[config.mk]
export PLATFORM = sky130hd
export DESIGN_NAME = xadc_drp_ctrl
export DESIGN_NICKNAME = d
export VERILOG_FILES = /design/src/rtl/xadc_drp_ctrl.sv
export SDC_FILE = /design/constraint.sdc
export NUM_CORES = 1
export LEC_CHECK = 0
export ABC_AREA = 1
export CAP_MARGIN = 20
export CORE_MARGIN = 2
export CORE_UTILIZATION = 49
export CTS_CLUSTER_SIZE = 8
export DETAILED_ROUTE_END_ITERATION = 8
export PLACE_DENSITY = 0.85
export SLEW_MARGIN = 40
export SYNTH_ARGS = -nofsm -noshare
export SYNTH_HDL_FRONTEND = slang
export SYNTH_SLANG_ARGS = --single-unit
export TNS_END_PERCENT = 20
[constraint.sdc]
create_clock -name clk -period 4.3 [get_ports clk]
set_input_delay 0.86 -clock clk [delete_from_list [all_inputs] [get_ports clk]]
set_output_delay 0.86 -clock clk [all_outputs]
set_load 0.05 [all_outputs]
[src/rtl/xadc_drp_ctrl.sv]
// XADC DRP controller: writes the three config registers after reset, then shares the
// DRP between EOC-driven sample reads and host accesses. Define XADC_DRP_TIMEOUT_EN for the DRP watchdog.
`timescale 1ns/1ps
module xadc_drp_ctrl #(
  parameter logic [15:0] CFG0    = 16'h0000,
  parameter logic [15:0] CFG1    = 16'h2000,
  parameter logic [15:0] CFG2    = 16'h0400,
  parameter int          TIMEOUT = 255
) (
  input  logic        clk,
  input  logic        rst,
  input  logic        eoc_in,
  input  logic [4:0]  channel_in,
  input  logic        drdy_in,
  input  logic [15:0] do_in,
  output logic        den_out,
  output logic        dwe_out,
  output logic [6:0]  daddr_out,
  output logic [15:0] di_out,
  output logic        init_done,
  output logic [11:0] smp_data,
  output logic [4:0]  smp_chan,
  output logic        smp_valid,
  output logic        smp_overrun,
  input  logic        host_req,
  input  logic        host_we,
  input  logic [6:0]  host_addr,
  input  logic [15:0] host_wdata,
  output logic        host_ack,
  output logic [15:0] host_rdata,
  output logic        drp_err
);

  typedef enum logic [2:0] {INIT_ISSUE, INIT_WAIT, IDLE, SMP_WAIT, HOST_WAIT} state_t;

  state_t      state;
  logic [1:0]  idx;
  logic        eoc_pend;
  logic [4:0]  pend_chan;
  logic [4:0]  issue_chan;
  logic [15:0] cfg_word;
  logic        timeout_hit;

  if (TIMEOUT < 1 || TIMEOUT > 1023) begin : g_bad_timeout
    $error("xadc_drp_ctrl: TIMEOUT must be within 1..1023");
  end

  always_comb begin
    cfg_word = CFG2;
    case (idx)
      2'd0:    cfg_word = CFG0;
      2'd1:    cfg_word = CFG1;
      default: cfg_word = CFG2;
    endcase
  end

`ifdef XADC_DRP_TIMEOUT_EN
  localparam logic [9:0] TMO_LAST = 10'(TIMEOUT - 1);
  logic [9:0] wait_cnt;
  logic [9:0] wait_eff;
  logic       in_wait;

  // The issue cycle itself counts as wait cycle zero, so the count restarts whenever den_out is high.
  assign wait_eff    = den_out ? 10'd0 : wait_cnt;
  assign in_wait     = (state == INIT_WAIT) || (state == SMP_WAIT) || (state == HOST_WAIT);
  assign timeout_hit = in_wait && !drdy_in && (wait_eff == TMO_LAST);

  always_ff @(posedge clk or posedge rst) begin
    if (rst)
      wait_cnt <= 10'd0;
    else if (wait_eff != 10'h3FF)
      wait_cnt <= wait_eff + 10'd1;
  end
`else
  assign timeout_hit = 1'b0;
`endif

  always_ff @(posedge clk or posedge rst) begin
    if (rst) begin
      state       <= INIT_ISSUE;
      idx         <= 2'd0;
      eoc_pend    <= 1'b0;
      pend_chan   <= 5'd0;
      issue_chan  <= 5'd0;
      den_out     <= 1'b0;
      dwe_out     <= 1'b0;
      daddr_out   <= 7'd0;
      di_out      <= 16'd0;
      init_done   <= 1'b0;
      smp_data    <= 12'd0;
      smp_chan    <= 5'd0;
      smp_valid   <= 1'b0;
      smp_overrun <= 1'b0;
      host_ack    <= 1'b0;
      host_rdata  <= 16'd0;
      drp_err     <= 1'b0;
    end else begin
      den_out     <= 1'b0;
      dwe_out     <= 1'b0;
      smp_valid   <= 1'b0;
      smp_overrun <= 1'b0;
      host_ack    <= 1'b0;
      drp_err     <= 1'b0;

      // IDLE always consumes a pending EOC, and an EOC with nothing pending in IDLE is read directly.
      if (eoc_in) begin
        pend_chan <= channel_in;
        if (eoc_pend && state != IDLE)
          smp_overrun <= 1'b1;
      end
      if (eoc_in && !(state == IDLE && !eoc_pend))
        eoc_pend <= 1'b1;
      else if (state == IDLE)
        eoc_pend <= 1'b0;

      case (state)
        INIT_ISSUE: begin
          den_out   <= 1'b1;
          dwe_out   <= 1'b1;
          daddr_out <= 7'h40 + {5'd0, idx};
          di_out    <= cfg_word;
          state     <= INIT_WAIT;
        end
        INIT_WAIT: begin
          if (drdy_in || timeout_hit) begin
            drp_err <= timeout_hit;
            if (idx == 2'd2) begin
              init_done <= 1'b1;
              state     <= IDLE;
            end else begin
              idx   <= idx + 2'd1;
              state <= INIT_ISSUE;
            end
          end
        end
        IDLE: begin
          // host_ack high means the host has not yet had a cycle to drop its finished request.
          if (eoc_pend || eoc_in) begin
            den_out    <= 1'b1;
            daddr_out  <= {2'b00, eoc_pend ? pend_chan : channel_in};
            issue_chan <= eoc_pend ? pend_chan : channel_in;
            state      <= SMP_WAIT;
          end else if (host_req && !host_ack) begin
            den_out   <= 1'b1;
            dwe_out   <= host_we;
            daddr_out <= host_addr;
            di_out    <= host_wdata;
            state     <= HOST_WAIT;
          end
        end
        SMP_WAIT: begin
          if (drdy_in) begin
            smp_data  <= do_in[15:4];
            smp_chan  <= issue_chan;
            smp_valid <= 1'b1;
            state     <= IDLE;
          end else if (timeout_hit) begin
            drp_err <= 1'b1;
            state   <= IDLE;
          end
        end
        HOST_WAIT: begin
          if (drdy_in) begin
            host_rdata <= do_in;
            host_ack   <= 1'b1;
            state      <= IDLE;
          end else if (timeout_hit) begin
            drp_err <= 1'b1;
            state   <= IDLE;
          end
        end
        default: state <= IDLE;
      endcase
    end
  end

endmodule

==> run summary <==
Peak supply drop - 326 uV
Critical path endpoint category - flip-flop
Postcts setup bufs - 0
Final setup viols - 0
Slew headroom - 0.558
Leak - 2.29 nW
Layout area overhead - 38.8%
CTS Hold Bufs - 0
Via count - 2806
Status - finished, final reports clean
HPWL Detailed - 5620 um
Crit Path Class - input pin to flip-flop
Post-Syn Area - 3420 sq um
Slew Viols, Final - 0
Commonest non-fill, non-tap cell in the layout - nand2_1
Tightest Pin Transition - 0.660 ns
Drt drc - 0
Total of max-cap violations - 0
H-tree depth - 3
Clk network pwr share - 0.159
N_diodes - 0
Core area - 6790 sq um
Syn Nets - 429
Sequential power share - 0.313
Worst-path maximum fanout - 30
Initial Utilization - 0.504
Clk_lat worst skew - 0.35 ns
Clock sinks - 78
Die area - 7670 sq um
Maximum clock rate - 0.406 GHz
Combinational share of power - 0.528
Tmin final - 2.47 ns
Int Power - 1.95 mW
TritonCTS clock tree - yes
Fin util - 0.699
CP Launch Type - input pin
Hold WC Path Type - flip-flop to flip-flop
Crit share post-route - 0.573
Port Buffers - 111
Mean post-synth cell area - 9.13 sq um
Die span in y - 87.6 um
Initial DRC Count - 145
Cts bufs inserted - 9
Post-Synthesis Cells - 375
Part of the Yosys area used for sequential elements - 0.570
Final hold slack - 0.482 ns
CTS max path bufs - 2
Number of global-route vias before repair - 2734
I/O pins - 113
Clock-pin slew on the worst setup and hold paths - 0.08 ns
Post-route ant nets - 0
# nets final - 537
Most frequent cells in the layout - nand2_1, clkdlybuf4s50_1, dfrtp_1
First-pass GRT wire length - 13000 um
Synth top area share - 0.570
Die Span X - 87.6 um
Worst path arrival time - 2.73 ns
DR WL/cell - 13.6 um
Gpl congestion - 0.786
Synth cell types - 28
Vias per cell - 4.82
Sw Pwr - 1.78 mW
Synth area leader - dfrtp_1
Finished Cell Area - 4750 sq um
Filler instances - 504
Synth Register Bits - 78
Final hold violations - 0
Layout cells sized above 1 - 0.101
Fin Setup TNS - 0 ns
Yosys Warn Count - 0
Pwr/cell area - 783 nW/um^2
Drt pass-1 iters - 4
Clock skew - 0.00783 ns
Row Count - 30
Aggregate global routing overflow - 0
Number of antenna violations at the first check in global routing - 0
RSZ-0062 raised after global routing - false
Largest net degree at the start of global routing - 54
Drt total wl - 7920 um
Top area cells in the synthesized netlist - dfrtp_1, nand2_1, o21ai_1
CTS root buffer - clkbuf_8
CTS resizes - 0
Cell Area, Placed - 4540 sq um
Sw Share - 0.477
Worst Path Required - 4.57 ns
GRT Util Overall - 0.221
synthesized netlist by cell type, drive strengths merged:
cell / number
ha: 4
clkinv: 1
inv: 36
nor2: 9
xor2: 1
a21oi: 3
dfrtp: 78
o21ai: 57
nor3: 1
nand3: 14
conb: 1
nand2: 152
buf: 14
nand4: 2
o21bai: 1
clkbuf: 1
layer usage:
metal,global-route usage,routed length [um],share of wire,vias to the layer above
li1,-,-,-,1380
met1,0.286,3380,0.43,1334
met2,0.361,3990,0.50,76
met3,0.0396,332,0.042,16
met4,0.109,220,0.028,0
met5,0,0,0,-
power by group through the flow:
stage	clock network (mW)	registers [mW]	logic, mW
CTS	0.603	1.16	1.97
floorplan	0	1.89	0.673
detailed placement	0	1.17	1.96
global route	0.630	1.19	2.11
finish	0.594	1.16	1.97
global placement	0	1.17	1.93
critical path, stage by stage:
cell             delay, ns
clkdlybuf4s50_1       0.66
clkinv_2              0.17
nand2_4               0.17
o21ai_4               0.09
nand2_2               0.52
nand2_1               0.16
o21ai_2               0.10
registers in the layout (all words and copies together) (netlist names), 2 cells and up:
| register | count |
|---|---|
| state | 3 |
| smp_chan | 5 |
| host_rdata | 16 |
| issue_chan | 5 |
| di_out | 16 |
| daddr_out | 7 |
| smp_data | 12 |
| idx | 2 |
| pend_chan | 5 |
final cells by class:
type / count / area [sq um] / area share
well taps: 96 / 120 / 0.0253
flip-flops and latches: 78 / 1950 / 0.411
multi-input cells: 245 / 1200 / 0.254
inverters: 37 / 145 / 0.0306
clock buffers: 10 / 138 / 0.0290
clock inverters: 4 / 72.6 / 0.0153
repair buffers: 112 / 1120 / 0.235
logic make-up after synthesis:
logic type,after synthesis,share of synthesized area
and+or+nand+nor,178,0.224
xor gates and xnor gates,1,0.00256
other,1,0.00110
DFF,78,0.570
AOI/OAI and AO/OA,61,0.109
buffers and inverters,52,0.0790
adders and majority gates,4,0.0146
path summary, 6_finish.rpt:
path | slack [ns] | cells past startpoint | end | from
setup / recovery | 1.83 | 7 | di_out[8]$_DFFE_PP0P_ | eoc_in
hold / removal | 0.48 | 2 | host_rdata[3]$_DFFE_PP0P_ | host_rdata[3]$_DFFE_PP0P_
setup reg to reg | 2.05 | 6 | di_out[8]$_DFFE_PP0P_ | state[1]$_DFFE_PP0P_
hold reg to reg | 0.48 | 2 | host_rdata[3]$_DFFE_PP0P_ | host_rdata[3]$_DFFE_PP0P_
max in group asynchronous | 2.70 | 3 | host_rdata[12]$_DFFE_PP0P_ | rst
min in group asynchronous | 0.87 | 2 | smp_data[10]$_DFFE_PP0P_ | rst
through the flow:
| step | setup WS (ns) | power, mW | cells |
|---|---|---|---|
| after global routing | 1.66 | 3.93 | 582 |
| after global placement | 1.61 | 3.10 | 568 |
| after floorplan | 1.44 | 2.56 | 375 |
| after CTS | 1.87 | 3.74 | 582 |
| after detailed placement | 1.51 | 3.14 | 568 |
| final | 1.83 | 3.72 | 582 |
(Power assumes the default switching activity.)
